**src/rtl/dpll_pkg.sv**
```systemverilog
// Shared definitions for the parametrised DPLL core: phase-detector modes
// and the clamp that maps kSel onto the usable K-counter exponent range.
package dpll_pkg;

    typedef enum logic {
        PD_XOR = 1'b0,
        PD_JK  = 1'b1
    } pd_mode_t;

    localparam int unsigned K_MIN = 2;

    function automatic logic [4:0] k_eff(input logic [4:0] ksel, input int unsigned kmax);
        if (32'(ksel) < K_MIN) return 5'(K_MIN);
        if (32'(ksel) > kmax)  return 5'(kmax);
        return ksel;
    endfunction

endpackage

```
**src/rtl/dpll_kcounter.sv**
```systemverilog
// K-counter loop filter: up/down counter of modulus 2^keff that reloads its
// midpoint on wrap, after reset and whenever the effective modulus changes.
module dpll_kcounter #(
    parameter int unsigned K_WIDTH = 20
) (
    input  logic               clk,
    input  logic               rst_n,
    input  logic               i_up,
    input  logic [4:0]         i_keff,
    output logic [K_WIDTH-1:0] o_count,
    output logic               o_carry,
    output logic               o_borrow
);

    logic [K_WIDTH-1:0] r_count;
    logic [K_WIDTH-1:0] w_mid;
    logic [K_WIDTH-1:0] w_max;
    logic [4:0]         r_keff;
    logic               r_reload;
    logic               r_carry;
    logic               r_borrow;

    // At keff == K_WIDTH the shifted midpoint overflows to 0, so max becomes all ones.
    always_comb begin
        w_mid = K_WIDTH'(1) << (i_keff - 5'd1);
        w_max = (w_mid << 1) - K_WIDTH'(1);
    end

    always_ff @(posedge clk or negedge rst_n) begin
        if (!rst_n) begin
            r_count  <= '0;
            r_keff   <= '0;
            r_reload <= 1'b1;
            r_carry  <= 1'b0;
            r_borrow <= 1'b0;
        end else begin
            r_keff   <= i_keff;
            r_carry  <= 1'b0;
            r_borrow <= 1'b0;
            if (r_reload || (i_keff != r_keff)) begin
                r_count  <= w_mid;
                r_reload <= 1'b0;
            end else if (i_up) begin
                if (r_count == w_max) begin
                    r_count <= w_mid;
                    r_carry <= 1'b1;
                end else begin
                    r_count <= r_count + K_WIDTH'(1);
                end
            end else begin
                if (r_count == '0) begin
                    r_count  <= w_mid;
                    r_borrow <= 1'b1;
                end else begin
                    r_count <= r_count - K_WIDTH'(1);
                end
            end
        end
    end

    assign o_count  = r_count & w_max;
    assign o_carry  = r_carry;
    assign o_borrow = r_borrow;

endmodule

```
**src/rtl/dpll_core_param.sv**
```systemverilog
// All-digital PLL core: synchroniser, XOR/JK phase detector, K-counter filter,
// increment/decrement DCO, divide-by-N feedback and a quiet-period lock detector.
module dpll_core_param
    import dpll_pkg::*;
#(
    parameter int unsigned K_WIDTH     = 20,
    parameter int unsigned DIV_N       = 8,
    parameter int unsigned LOCK_CNT    = 16,
    parameter int unsigned LOCK_TOL    = 1,
    parameter int unsigned SYNC_STAGES = 2
) (
    input  logic               baseClockInput,
    input  logic               reset,
    input  logic               oscInput,
    input  logic               pdMode,
    input  logic [4:0]         kSel,
    output logic               dpdOut,
    output logic               dlfCarry,
    output logic               dlfBorrow,
    output logic               inc,
    output logic               dec,
    output logic               DCOout,
    output logic               dpllOutput,
    output logic               locked,
    output logic [K_WIDTH-1:0] counter
);

    localparam int unsigned HALF_N = DIV_N / 2;
    localparam int unsigned DIV_W  = (HALF_N > 1) ? $clog2(HALF_N) : 1;
    localparam int unsigned LCK_W  = $clog2(LOCK_CNT + 1);

    logic [SYNC_STAGES-1:0] r_sync;
    logic                   r_refPrev;
    logic                   r_fbPrev;
    logic                   r_dpd;
    logic                   r_inc;
    logic                   r_dec;
    logic [1:0]             r_idCnt;
    logic                   r_dcoPrev;
    logic [DIV_W-1:0]       r_div;
    logic                   r_dpll;
    logic [1:0]             r_corr;
    logic [LCK_W-1:0]       r_quiet;
    logic                   r_locked;

    logic       w_refS;
    logic       w_refRise;
    logic       w_fbRise;
    logic       w_dcoRise;
    logic       w_carry;
    logic       w_borrow;
    logic       w_corr;
    logic [4:0] w_keff;

    assign w_keff    = k_eff(kSel, K_WIDTH);
    assign w_refS    = r_sync[SYNC_STAGES-1];
    assign w_refRise = w_refS & ~r_refPrev;
    assign w_fbRise  = r_dpll & ~r_fbPrev;
    assign w_dcoRise = r_idCnt[1] & ~r_dcoPrev;
    assign w_corr    = w_carry | w_borrow;

    dpll_kcounter #(.K_WIDTH(K_WIDTH)) u_kcounter (
        .clk      (baseClockInput),
        .rst_n    (reset),
        .i_up     (r_dpd),
        .i_keff   (w_keff),
        .o_count  (counter),
        .o_carry  (w_carry),
        .o_borrow (w_borrow)
    );

    always_ff @(posedge baseClockInput or negedge reset) begin
        if (!reset) begin
            r_sync    <= '0;
            r_refPrev <= 1'b0;
            r_fbPrev  <= 1'b0;
            r_dpd     <= 1'b0;
            r_inc     <= 1'b0;
            r_dec     <= 1'b0;
            r_idCnt   <= '0;
            r_dcoPrev <= 1'b0;
            r_div     <= '0;
            r_dpll    <= 1'b0;
            r_corr    <= '0;
            r_quiet   <= '0;
            r_locked  <= 1'b0;
        end else begin
            r_sync    <= {r_sync[SYNC_STAGES-2:0], oscInput};
            r_refPrev <= w_refS;
            r_fbPrev  <= r_dpll;

            if (pd_mode_t'(pdMode) == PD_JK) begin
                if (w_refRise)     r_dpd <= 1'b1;
                else if (w_fbRise) r_dpd <= 1'b0;
            end else begin
                r_dpd <= w_refS ^ r_dpll;
            end

            r_inc   <= w_carry;
            r_dec   <= w_borrow;
            r_idCnt <= r_idCnt + (r_dec ? 2'd0 : (r_inc ? 2'd2 : 2'd1));

            r_dcoPrev <= r_idCnt[1];
            if (w_dcoRise) begin
                if (32'(r_div) == HALF_N - 1) begin
                    r_div  <= '0;
                    r_dpll <= ~r_dpll;
                end else begin
                    r_div <= r_div + DIV_W'(1);
                end
            end

            // A correction landing on the refRise cycle opens the next period's tally.
            if (w_refRise) begin
                r_corr <= w_corr ? 2'd1 : 2'd0;
                if (32'(r_corr) <= LOCK_TOL) begin
                    if (32'(r_quiet) != LOCK_CNT) r_quiet <= r_quiet + LCK_W'(1);
                    r_locked <= (32'(r_quiet) + 1 >= LOCK_CNT);
                end else begin
                    r_quiet  <= '0;
                    r_locked <= 1'b0;
                end
            end else if (w_corr && (r_corr != 2'd3)) begin
                r_corr <= r_corr + 2'd1;
            end
        end
    end

    assign dpdOut     = r_dpd;
    assign dlfCarry   = w_carry;
    assign dlfBorrow  = w_borrow;
    assign inc        = r_inc;
    assign dec        = r_dec;
    assign DCOout     = r_idCnt[1];
    assign dpllOutput = r_dpll;
    assign locked     = r_locked;

endmodule
```
**config.mk**
```make
export PLATFORM = sky130hd
export DESIGN_NAME = dpll_core_param
export DESIGN_NICKNAME = d
export VERILOG_FILES = /design/src/rtl/dpll_pkg.sv /design/src/rtl/dpll_kcounter.sv /design/src/rtl/dpll_core_param.sv
export SDC_FILE = /design/constraint.sdc
export NUM_CORES = 1
export LEC_CHECK = 0
export ABC_AREA = 1
export ABC_CLOCK_PERIOD_IN_PS = 4059
export CAP_MARGIN = 20
export CORE_MARGIN = 8
export CORE_UTILIZATION = 45
export CTS_BUF_LIST = sky130_fd_sc_hd__clkbuf_4 sky130_fd_sc_hd__clkbuf_8 sky130_fd_sc_hd__clkbuf_16
export CTS_CLUSTER_DIAMETER = 60
export CTS_CLUSTER_SIZE = 16
export DETAILED_ROUTE_END_ITERATION = 16
export DONT_BUFFER_PORTS = 1
export PLACE_DENSITY = 0.68
export SYNTH_ARGS = -nofsm -noshare
export SYNTH_HDL_FRONTEND = slang
export SYNTH_SLANG_ARGS = --single-unit
```
**constraint.sdc**
```tcl
create_clock -name baseClockInput -period 4.06 [get_ports baseClockInput]
set_input_delay 0.812 -clock baseClockInput [delete_from_list [all_inputs] [get_ports baseClockInput]]
set_output_delay 0.812 -clock baseClockInput [all_outputs]
set_load 0.01 [all_outputs]
```
==> results.md <==
- Status: complete, no violations
- Asr flop ratio synth: 1.00
- Clk_lat worst skew: 0.30 ns
- Gate Count Post-Synth: 535
- Hold Crit Class: in -> async
- H-Tree Depth: 2
- Synthesis-to-finish area growth: 5.28%
- TritonCTS sink count: 49
- Post-DRT Antenna Nets: 0
- Max Clock Freq: 270 MHz
- Final Setup Violations: 0
- Routed len/inst: 16.3 µm
- Area share of the largest cell type after synthesis: 0.302
- N_diodes: 0
- Final period util: 0.914
- Worst Setup Start Kind: input pin
- DP HPWL: 8440 µm
- Fin area: 0.00419 mm²
- Via Count: 3564
- Total GRT Usage: 0.184
- Port bufs: 0
- Crit path required time: 4.29 ns
- Overflow after GRT: 0
- Number of synthesized flops with an enable pin: 0
- Clk pin slew, worst setup/hold paths: 0.09 ns
- Main synth FF type: dfrtp_1
- Cells taking the most area after synthesis: dfrtp_1 30%, nand2_1 10%, ha_1 9.1%
- Core area: 0.00864 mm²
- Cts bufs inserted: 5
- Unique masters post-synth: 48
- CTS root buffer: clkbuf_8
- Headroom to the max-slew limit: 0.630
- CP max FO: 17
- Setup_tns: 0 ns
- Initial core utilization: 0.461
- Worst setup path class: in -> reg
- P_leak: 2.05 nW
- Longest Clk Path Bufs: 2
- Ports: 37
- Worst r2r path cells: 10
- # fillers: 855
- CTS tree: yes
- Critical path data arrival time: 3.94 ns
- Post-CTS Repair Setup Buffers: 0
- Drt total wl: 10500 µm
- Mean Syn Cell Area: 7.43 µm²
- Final #Nets: 575
- Register area share after synthesis: 0.309
- DRC: 0
- Final min period: 3.71 ns
- Mapped Area: 0.00398 mm²
- Largest net degree at the start of global routing: 50
- RSZ-0062 raised after global routing: no
- Placer congestion estimate: 0.928
- First-pass GRT wire length: 17600 µm
- Post-synth top area cell: dfrtp_1
- Synth top cells by count: 111 x nand2_1, 65 x nor2_1, 62 x inv_1, 48 x dfrtp_1
- Pwr Density: 365 mW/mm²
- Cell Rows: 34
- Die X: 110 µm
- Max VDD drop: 0.150 mV
- Setup crit end kind: register
- Hold slack: 0.192 ns
- Vias/cell: 5.52
- DRT iter0 DRCs: 196
- Vias in the first global route: 3333
- Slew Limit Fails: 0
- Drt pass-1 iters: 5
- DIE AREA: 0.0121 mm²
- Max Cap Viol: 0
- Share of cells above drive strength 1: 0.104
- Worst Skew: 0.0107 ns
- Hold Violations, Final: 0
- Most frequent cell after synthesis: nand2_1
- Area post-placement: 0.00408 mm²
- Actual slew at the worst max-slew pin: 0.550 ns
- Antenna violations before repair: 0
- Die Y: 110 µm
- Synthesis Warnings: 0
- Yosys reg bits: 49
## stage by stage
step	setup WS, ns	std cells	utilization	total power (W)
6_report	0.349	646	0.485	0.00153
5_1_grt	0.0460	646	0.485	0.00164
4_1_cts	0.138	646	0.483	0.00153
3_5_place_dp	-0.175	638	0.473	0.00124
3_3_place_gp	0.0194	638	0.473	0.00122
2_1_floorplan	0.433	536	-	0.00108
## power breakdown
group / leakage (nW) / internal [W] / switching (W)
sequential: 0.628 / 0.000569 / 0.0000844
clock: 0.0408 / 0.000128 / 0.000166
combinational: 1.38 / 0.000212 / 0.000370
total: 2.05 / 0.000909 / 0.000620
## final timing paths
| path | startpoint | to | slack [ns] |
|---|---|---|---|
| max | kSel[3] | u_kcounter.r_count[3]$_DFF_PN0_ | 0.35 |
| min | reset | r_quiet[1]$_DFFE_PN0P_ | 0.19 |
| max reg2reg | u_kcounter.r_count[0]$_DFF_PN0_ | u_kcounter.r_count[3]$_DFF_PN0_ | 1.45 |
| min reg2reg | r_sync[0]$_DFF_PN0_ | r_sync[1]$_DFF_PN0_ | 0.35 |
| max in group asynchronous | reset | u_kcounter.r_reload$_DFFE_PN1P_ | 3.68 |
| min in group baseClockInput | r_sync[0]$_DFF_PN0_ | r_sync[1]$_DFF_PN0_ | 0.35 |
## final cells by class
class / instances / area (µm²) / area share
inverters: 68 / 258 / 0.0615
flip-flops and latches: 49 / 1230 / 0.293
clock buffers: 6 / 76.3 / 0.0182
clock inverters: 2 / 15.0 / 0.00359
multi-input cells: 407 / 2430 / 0.581
repair buffers: 6 / 45.0 / 0.0108
well taps: 108 / 135 / 0.0323
## worst max-delay path, stage by stage
cell     delay, ns
o21ai_2       0.24
nand3_4       0.19
nand3_1       0.12
nor2_1        0.05
nand2_1       0.14
ha_1          0.28
nand4_4       0.17
nor2_2        0.22
nand2_1       0.08
nand2_1       0.06
nand2_1       0.05
ha_1          0.31
nor4_4        0.33
nand3_1       0.13
nand2_1       0.10
inv_1         0.13
o21ai_4       0.20
inv_4         0.13
o21ai_0       0.17
## what timing repair did
action | in CTS | in global routing
hold buffers | 0 | 0
resized for setup | 0 | 2
setup endpoints to repair | 0 | 20
## flip-flops by register name, summed over array words and instances (netlist names)
signal               flops
r_dcoPrev                1
u_kcounter.r_keff        5
dpllOutput               1
r_idCnt                  2
r_fbPrev                 1
r_div                    2
r_quiet                  5
r_sync                   2
dpdOut                   1
u_kcounter.o_borrow      1
dec                      1
inc                      1
r_refPrev                1
u_kcounter.o_carry       1
u_kcounter.r_count      20
r_corr                   2
u_kcounter.r_reload      1
locked                   1
## logic make-up after synthesis
group           after synthesis  synth area share
buf+inv                      80            0.0849
simple gates                268             0.314
flops                        49             0.309
compound gates               72             0.120
mux                           1           0.00283
fa+ha+maj                    29            0.0912
xor+xnor                     34            0.0768
other cells                   2           0.00189
## per-layer routing
metal	vias to the layer above	GRT usage	part of all wire
met5	-	0	0
met4	0	0.0405	0.011
met3	14	0.0494	0.085
met2	124	0.274	0.44
met1	1668	0.261	0.47
li1	1758	-	-
## placed cells by master, fill, tap and decap left out, types with 17 or more instances in the layout
master	count
nand2_1	111
nor2_1	65
inv_1	62
dfrtp_1	48
nand3_1	34
o21ai_0	34
ha_1	29
xor2_1	23
nand4_1	18
nor3_1	17
Note: power is estimated with default switching activity, not from simulation.
